--- config.mk ---
export PLATFORM = sky130hd
export DESIGN_NAME = reg_file_ctrl_flat
export DESIGN_NICKNAME = d
export VERILOG_FILES = /design/src/rtl/reg_file_ctrl_pkg.sv /design/src/rtl/reg_file_ctrl_if.sv /design/src/rtl/reg_file_ctrl_rf_bypass.sv /design/src/rtl/reg_file_ctrl.sv /design/src/flat_wrapper.sv
export SDC_FILE = /design/constraint.sdc
export NUM_CORES = 1
export LEC_CHECK = 0
export ABC_AREA = 1
export BUFFER_PORTS_ARGS = -buffer_cell sky130_fd_sc_hd__buf_2
export CAP_MARGIN = 20
export CORE_ASPECT_RATIO = 0.8
export CORE_UTILIZATION = 31
export DETAILED_ROUTE_END_ITERATION = 7
export PLACE_DENSITY = 0.86
export SYNTH_ARGS = -nofsm -noshare
export SYNTH_HDL_FRONTEND = slang
export SYNTH_SLANG_ARGS = --single-unit
--- constraint.sdc ---
create_clock -name clk_i -period 2.35 [get_ports clk_i]
set_input_delay 0.47 -clock clk_i [delete_from_list [all_inputs] [get_ports clk_i]]
set_output_delay 0.47 -clock clk_i [all_outputs]
set_load 0.05 [all_outputs]
--- src/rtl/reg_file_ctrl_pkg.sv ---
// Shared constants and FSM encoding for the AVR register-file front end.
// Sizes are fixed by the AVR model: 32 byte registers organised as 16 pairs.
package reg_file_ctrl_pkg;
    localparam int ADR_W    = 5;
    localparam int RF_PAIRS = 16;
    localparam int PAIR_W   = ADR_W - 1;
    localparam logic [PAIR_W-1:0] CNT_LAST = PAIR_W'(RF_PAIRS - 1);

    typedef enum logic {
        ST_CLEAR = 1'b0,
        ST_RUN   = 1'b1
    } state_t;
endpackage

--- src/rtl/reg_file_ctrl_if.sv ---
// Register-file access port: one 8/16-bit write port plus Rd/Rd16/Rr read data.
// The master drives address/write fields, the slave returns read data one cycle later.
interface reg_file_ctrl_if;
    import reg_file_ctrl_pkg::*;

    logic             rd_we;
    logic [ADR_W-1:0] rd_adr;
    logic [7:0]       rd_wdat;
    logic             rd16_we;
    logic [15:0]      rd16_wdat;
    logic [ADR_W-1:0] rr_adr;
    logic [7:0]       rd_rdat;
    logic [15:0]      rd16_rdat;
    logic [7:0]       rr_rdat;

    modport master (
        output rd_we, rd_adr, rd_wdat, rd16_we, rd16_wdat, rr_adr,
        input  rd_rdat, rd16_rdat, rr_rdat
    );

    modport slave (
        input  rd_we, rd_adr, rd_wdat, rd16_we, rd16_wdat, rr_adr,
        output rd_rdat, rd16_rdat, rr_rdat
    );
endinterface

--- src/rtl/reg_file_ctrl_rf_bypass.sv ---
// One byte lane of write-to-read forwarding: combinational compare and select,
// zero latency, no flow control.
module rf_bypass
    import reg_file_ctrl_pkg::*;
(
    input  logic              wr_vld_i,
    input  logic [PAIR_W-1:0] wr_pair_i,
    input  logic [7:0]        wr_dat_i,
    input  logic [PAIR_W-1:0] rd_pair_i,
    input  logic [7:0]        rd_dat_i,
    output logic [7:0]        fwd_dat_o
);
    assign fwd_dat_o = (wr_vld_i && (wr_pair_i == rd_pair_i)) ? wr_dat_i : rd_dat_i;
endmodule

--- src/rtl/reg_file_ctrl.sv ---
// Register-file front end: 16-cycle zero clear after reset, then 1-cycle read pass-through;
// busy_o stalls the core while clearing. Same-cycle forwarding is built only with RF_BYPASS_EN.
module reg_file_ctrl
    import reg_file_ctrl_pkg::*;
(
    input  logic            clk_i,
    input  logic            rst_i,
    reg_file_ctrl_if.slave  cpu,
    reg_file_ctrl_if.master rf,
    output logic            busy_o
);
    state_t            state_q;
    logic [PAIR_W-1:0] cnt_q;
    logic              busy_q;
    logic              clearing;

    always_ff @(posedge clk_i or posedge rst_i) begin
        if (rst_i) begin
            state_q <= ST_CLEAR;
            cnt_q   <= '0;
            busy_q  <= 1'b1;
        end else begin
            case (state_q)
                ST_CLEAR: begin
                    cnt_q <= cnt_q + PAIR_W'(1);
                    if (cnt_q == CNT_LAST) begin
                        state_q <= ST_RUN;
                        busy_q  <= 1'b0;
                    end
                end
                default: ;
            endcase
        end
    end

    assign clearing = (state_q == ST_CLEAR);
    assign busy_o   = busy_q;

    // Write strokes are gated by rst_i directly so the RAM is never written during reset.
    assign rf.rd_we     = ~rst_i & ~clearing & cpu.rd_we;
    assign rf.rd16_we   = ~rst_i & (clearing | cpu.rd16_we);
    assign rf.rd_adr    = clearing ? {cnt_q, 1'b0} : cpu.rd_adr;
    assign rf.rd_wdat   = clearing ? 8'h00 : cpu.rd_wdat;
    assign rf.rd16_wdat = clearing ? 16'h0000 : cpu.rd16_wdat;
    assign rf.rr_adr    = cpu.rr_adr;

    logic              lo_v, hi_v, rr_v;
    logic [7:0]        lo_w, hi_w, rr_w;
    logic [PAIR_W-1:0] wr_pair, rd_pair, rr_pair;
    logic [7:0]        fwd_lo, fwd_hi, fwd_rr, rd_byte;

`ifdef RF_BYPASS_EN
    logic             lo_v_d, hi_v_d, lo_v_q, hi_v_q;
    logic [7:0]       lo_d, hi_d, lo_q, hi_q;
    logic [PAIR_W-1:0] wr_pair_q;
    logic [ADR_W-1:0] rd_adr_q, rr_adr_q;

    // Byte enables and data mirror the RegisterFile's own write mux (16-bit wins).
    assign lo_v_d = cpu.rd16_we | (cpu.rd_we & ~cpu.rd_adr[0]);
    assign hi_v_d = cpu.rd16_we | (cpu.rd_we &  cpu.rd_adr[0]);
    assign lo_d   = cpu.rd16_we ? cpu.rd16_wdat[7:0]  : cpu.rd_wdat;
    assign hi_d   = cpu.rd16_we ? cpu.rd16_wdat[15:8] : cpu.rd_wdat;

    always_ff @(posedge clk_i or posedge rst_i) begin
        if (rst_i) begin
            lo_v_q    <= 1'b0;
            hi_v_q    <= 1'b0;
            lo_q      <= '0;
            hi_q      <= '0;
            wr_pair_q <= '0;
            rd_adr_q  <= '0;
            rr_adr_q  <= '0;
        end else if (clearing) begin
            lo_v_q <= 1'b0;
            hi_v_q <= 1'b0;
        end else begin
            lo_v_q    <= lo_v_d;
            hi_v_q    <= hi_v_d;
            lo_q      <= lo_d;
            hi_q      <= hi_d;
            wr_pair_q <= cpu.rd_adr[ADR_W-1:1];
            rd_adr_q  <= cpu.rd_adr;
            rr_adr_q  <= cpu.rr_adr;
        end
    end

    assign lo_v    = lo_v_q;
    assign hi_v    = hi_v_q;
    assign lo_w    = lo_q;
    assign hi_w    = hi_q;
    assign wr_pair = wr_pair_q;
    assign rd_pair = rd_adr_q[ADR_W-1:1];
    assign rr_pair = rr_adr_q[ADR_W-1:1];
    assign rr_v    = rr_adr_q[0] ? hi_v_q : lo_v_q;
    assign rr_w    = rr_adr_q[0] ? hi_q   : lo_q;
    assign rd_byte = rd_adr_q[0] ? fwd_hi : fwd_lo;
`else
    assign lo_v    = 1'b0;
    assign hi_v    = 1'b0;
    assign rr_v    = 1'b0;
    assign lo_w    = '0;
    assign hi_w    = '0;
    assign rr_w    = '0;
    assign wr_pair = '0;
    assign rd_pair = '0;
    assign rr_pair = '0;
    assign rd_byte = rf.rd_rdat;
`endif

    rf_bypass u_byp_lo (
        .wr_vld_i (lo_v),    .wr_pair_i (wr_pair), .wr_dat_i (lo_w),
        .rd_pair_i(rd_pair), .rd_dat_i  (rf.rd16_rdat[7:0]),  .fwd_dat_o(fwd_lo)
    );

    rf_bypass u_byp_hi (
        .wr_vld_i (hi_v),    .wr_pair_i (wr_pair), .wr_dat_i (hi_w),
        .rd_pair_i(rd_pair), .rd_dat_i  (rf.rd16_rdat[15:8]), .fwd_dat_o(fwd_hi)
    );

    rf_bypass u_byp_rr (
        .wr_vld_i (rr_v),    .wr_pair_i (wr_pair), .wr_dat_i (rr_w),
        .rd_pair_i(rr_pair), .rd_dat_i  (rf.rr_rdat),         .fwd_dat_o(fwd_rr)
    );

    // RAM contents are undefined until cleared, so reads are masked to zero meanwhile.
    assign cpu.rd_rdat   = clearing ? 8'h00    : rd_byte;
    assign cpu.rd16_rdat = clearing ? 16'h0000 : {fwd_hi, fwd_lo};
    assign cpu.rr_rdat   = clearing ? 8'h00    : fwd_rr;
endmodule

--- src/flat_wrapper.sv ---
// flat-port wrapper written by rule: the top's interface ports become plain ports
module reg_file_ctrl_flat import reg_file_ctrl_pkg::*;
  (clk_i, rst_i, busy_o, cpu_rd_we, cpu_rd_adr, cpu_rd_wdat, cpu_rd16_we, cpu_rd16_wdat, cpu_rr_adr, cpu_rd_rdat, cpu_rd16_rdat, cpu_rr_rdat, rf_rd_we, rf_rd_adr, rf_rd_wdat, rf_rd16_we, rf_rd16_wdat, rf_rr_adr, rf_rd_rdat, rf_rd16_rdat, rf_rr_rdat);
  reg_file_ctrl_if cpu_i ();
  reg_file_ctrl_if rf_i ();
  input  logic clk_i;
  input  logic rst_i;
  output logic busy_o;
  input wire logic [$bits(cpu_i.rd_we)-1:0] cpu_rd_we;
  input wire logic [$bits(cpu_i.rd_adr)-1:0] cpu_rd_adr;
  input wire logic [$bits(cpu_i.rd_wdat)-1:0] cpu_rd_wdat;
  input wire logic [$bits(cpu_i.rd16_we)-1:0] cpu_rd16_we;
  input wire logic [$bits(cpu_i.rd16_wdat)-1:0] cpu_rd16_wdat;
  input wire logic [$bits(cpu_i.rr_adr)-1:0] cpu_rr_adr;
  output wire logic [$bits(cpu_i.rd_rdat)-1:0] cpu_rd_rdat;
  output wire logic [$bits(cpu_i.rd16_rdat)-1:0] cpu_rd16_rdat;
  output wire logic [$bits(cpu_i.rr_rdat)-1:0] cpu_rr_rdat;
  output wire logic [$bits(rf_i.rd_we)-1:0] rf_rd_we;
  output wire logic [$bits(rf_i.rd_adr)-1:0] rf_rd_adr;
  output wire logic [$bits(rf_i.rd_wdat)-1:0] rf_rd_wdat;
  output wire logic [$bits(rf_i.rd16_we)-1:0] rf_rd16_we;
  output wire logic [$bits(rf_i.rd16_wdat)-1:0] rf_rd16_wdat;
  output wire logic [$bits(rf_i.rr_adr)-1:0] rf_rr_adr;
  input wire logic [$bits(rf_i.rd_rdat)-1:0] rf_rd_rdat;
  input wire logic [$bits(rf_i.rd16_rdat)-1:0] rf_rd16_rdat;
  input wire logic [$bits(rf_i.rr_rdat)-1:0] rf_rr_rdat;
  assign cpu_i.rd_we = cpu_rd_we;
  assign cpu_i.rd_adr = cpu_rd_adr;
  assign cpu_i.rd_wdat = cpu_rd_wdat;
  assign cpu_i.rd16_we = cpu_rd16_we;
  assign cpu_i.rd16_wdat = cpu_rd16_wdat;
  assign cpu_i.rr_adr = cpu_rr_adr;
  assign cpu_rd_rdat = cpu_i.rd_rdat;
  assign cpu_rd16_rdat = cpu_i.rd16_rdat;
  assign cpu_rr_rdat = cpu_i.rr_rdat;
  assign rf_rd_we = rf_i.rd_we;
  assign rf_rd_adr = rf_i.rd_adr;
  assign rf_rd_wdat = rf_i.rd_wdat;
  assign rf_rd16_we = rf_i.rd16_we;
  assign rf_rd16_wdat = rf_i.rd16_wdat;
  assign rf_rr_adr = rf_i.rr_adr;
  assign rf_i.rd_rdat = rf_rd_rdat;
  assign rf_i.rd16_rdat = rf_rd16_rdat;
  assign rf_i.rr_rdat = rf_rr_rdat;
  reg_file_ctrl u_core (.clk_i(clk_i), .rst_i(rst_i), .cpu(cpu_i), .rf(rf_i), .busy_o(busy_o));
endmodule
==> flow_summary_export.csv <==
group,metric,value,unit
synth,yosys_warnings,0,
timing,tightest_slew,608.9,ps
setup_path,path_max_fanout,36,
synth,synth_ff_type,"dfrtp_1",
synth,syn_area,897.1,sq um
placed_design,dp.cells,326,
placed_design,place.gp.congestion,0.7183,
timing,finalMaxSlewViolations,0,
synth,synth_cell_type_count,16,
layout,drive_gt1_share,52.74,%
drt,postRouteAntennaNets,0,
setup_path,regToRegSetupSlack,980,ps
clocking,clk_pin_slew_worst_paths,50,ps
timing,period_needed,2178,ps
synth,synth_nets,243,
global_routing,grt_remaining_overflow,0,
outcome,status,"complete, no violations",
layout,syn2layout_area_growth,68.20,%
floorplanning,die_w,62.15,um
clocking,cts_root_buffer,"clkbuf_4",
floorplanning,start_util,32.69,%
clocking,cts_setup_buffers,0,
clocking,htreeDepth,1,
drt,drt_pass1_iterations,4,
setup_path,crit_arrival,1710,ps
power_and_ir_drop,p_seq_share,18.2,%
timing,finalSetupViolations,0,
floorplanning,core,0.002744,sq mm
synth,ys_seq_area_share,16.88,%
placed_design,io_buffers,128,
timing,setup_tns,0,ps
power_and_ir_drop,p_leak,1.239,nW
floorplanning,num_rows,17,
clocking,cts_max_path_buffers,2,
synth,synth-edff-count,0,
clocking,cts_tree,"built",
layout,fin_cells,330,
clocking,cts_sinks,6,
synth,yosysTopAreaCellShare,26.36,%
power_and_ir_drop,p_switching,0.0003031,W
global_routing,grt_pass1_wl,3.684,mm
synth,synth_most_common_cell,"nand2_1",
timing,fin_skew,8.333,ps
synth,avgSynthCellArea,5.216,sq um
power_and_ir_drop,power_density,376.5,mW/mm^2
drt,via_count,1246,
setup_path,end_kind,"primary output",
placed_design,hpwl,2.087,mm
layout,diodes,0,
synth,ys_ff_latch,6,
global_routing,antenna_found_initial,0,
setup_path,r2r-end,"u_core.cnt_q[2]$_DFFE_PP0N_",
layout,fill_cells,289,
layout,multi_input_area,377.9,sq um
power_and_ir_drop,p_int,0.0002650,W
drt,wirelength,2.497,mm
power_and_ir_drop,p_sw_share,53.35,%
floorplanning,io_pins,139,
synth,yosys-top-cells-count,"nand2_1 (63), inv_1 (55), inv_2 (10), nand2_2 (10)",
placed_design,place_ws,438.8,ps
synth,synth.largest_area_cell,"nand2_1",
worst_hold_path,hp-class,"input port to async pin",
power_and_ir_drop,pwr-share-comb,63.4,%
timing,setup_ws,172.1,ps
clocking,cts_buffers,3,
setup_path,worstReg2RegStart,"u_core.state_q$_DFF_PP0_",
drt,viasPerCell,3.776,
drt,drtIter0Drc,40,
global_routing,track_usage,14.36,%
setup_path,reg2reg_depth,5,
flow_run,max_cap_viol_count,0,
layout,seq_area,152.6,sq um
timing,rsz0062_at_grt,"no",
placed_design,place_area,0.001483,sq mm
setup_path,cp-start-kind,"flop",
clocking,cts-hold-fix-buffers,0,
setup_path,crit_required,1880,ps
floorplanning,die_h,50.12,um
power_and_ir_drop,p_clk_share,18.4,%
power_and_ir_drop,ir_worst_vdd,0.0002817,V
setup_path,crit_type,"flop to primary output",
layout,fin_area,0.001509,sq mm
global_routing,grt_pass1_vias,894,
timing,max_slew_margin,59.40,%
floorplanning,die_area,0.003114,sq mm
clocking,cts_resized,0,
drt,drc,0,
synth,synth_area_leaders,"nand2_1 (26%), inv_1 (23%), dfrtp_1 (14%)",
drt,drt-wirelength-per-cell,7.567,um
timing,max_freq,459.2,MHz
clocking,clock_latency,250,ps
layout,nets,364,
timing,fin_crit_sh,92.68,%
synth,async_reset_ff_share,100.0,%
global_routing,grt_max_degree,37,
timing,hold_viol,0,
synth,syn_inst,172,
## flip-flops by register name, summed over array words and instances, names as in the netlist
register	cells
u_core.busy_o	1
u_core.state_q	1
u_core.cnt_q	4
## cell type report
type	count	share of cell area (%)
Clock buffer	4	1.741
Inverter	65	16.17
Multi-Input combinational cell	88	25.04
Sequential cell	6	10.12
Tap cell	38	3.151
Timing Repair Buffer	129	43.78
## cells by family (layout without fill, tap and decap cells)
group                    count (synthesis)  in the layout  synth area share [%]
AND/OR/NAND/NOR                         82             82                 37.52
buffers and inverters                   78            198                 41.00
flip-flops                               6              6                 16.88
AO/OA/AOI/OAI                            4              4                 2.232
adder cells (fa/ha/maj)                  1              1                 1.394
XOR/XNOR                                 1              1                0.9765
## worst max-delay path by stage
| stage | from | end | slack [ps] | cells after the start |
|---|---|---|---|---|
| floorplan | u_core.state_q$_DFF_PP0_ | rf_rd_adr[2] | 170 | 3 |
| global placement | u_core.state_q$_DFF_PP0_ | rf_rd_adr[2] | 470 | 4 |
| detailed placement | u_core.state_q$_DFF_PP0_ | rf_rd_adr[4] | 440 | 4 |
| CTS | u_core.state_q$_DFF_PP0_ | rf_rd_adr[4] | 160 | 4 |
| global route | u_core.state_q$_DFF_PP0_ | cpu_rr_rdat[2] | 70 | 4 |
| finish | u_core.state_q$_DFF_PP0_ | rf_rd_adr[4] | 170 | 4 |
## critical path, cell delays in order (launching register included)
cell	delay (ps)
dfrtp_2	760
buf_12	270
nand2_1	60
o21ai_0	70
buf_2	280
## cell usage in the layout, fill, tap and decap left out
cell	synthesis	routed
buf_12	1	1
o21ai_0	4	4
xnor2_1	1	1
nor2_1	6	6
nand2_2	10	10
inv_2	10	10
dfrtp_1	5	4
dfstp_2	1	1
dfrtp_2	0	1
clkbuf_4	0	3
nand2_1	63	63
inv_1	55	55
clkbuf_1	0	1
nand3_1	3	3
ha_1	1	1
buf_2	2	128
## through the flow
stage	total power, W	utilization, %	hold WS (ps)
global placement	0.0004637	54.04	408.0
global route	0.0005997	54.99	168.8
floorplan	0.0003830	-	260.2
finish	0.0005682	54.99	145.7
CTS	0.0005732	54.99	147.1
detailed placement	0.0004662	54.04	415.1
## per-layer routing
layer  global-route usage, %  up-vias  wire (um)
li1                        -      686          -
met3                   5.324        0        225
met1                   15.26      503       1022
met2                   27.66       57       1250
met4                   1.938        0          0
met5                       0        -          0
## power groups by stage
stage | clock [W] | sequential (W) | combinational, W
after CTS | 0.000108 | 0.000104 | 0.000361
after floorplan | 0 | 0.000105 | 0.000278
after global routing | 0.000116 | 0.000103 | 0.000380
after detailed placement | 0 | 0.000105 | 0.000361
after global placement | 0 | 0.000105 | 0.000358
final | 0.000105 | 0.000104 | 0.000360
(Power assumes the default switching activity.)
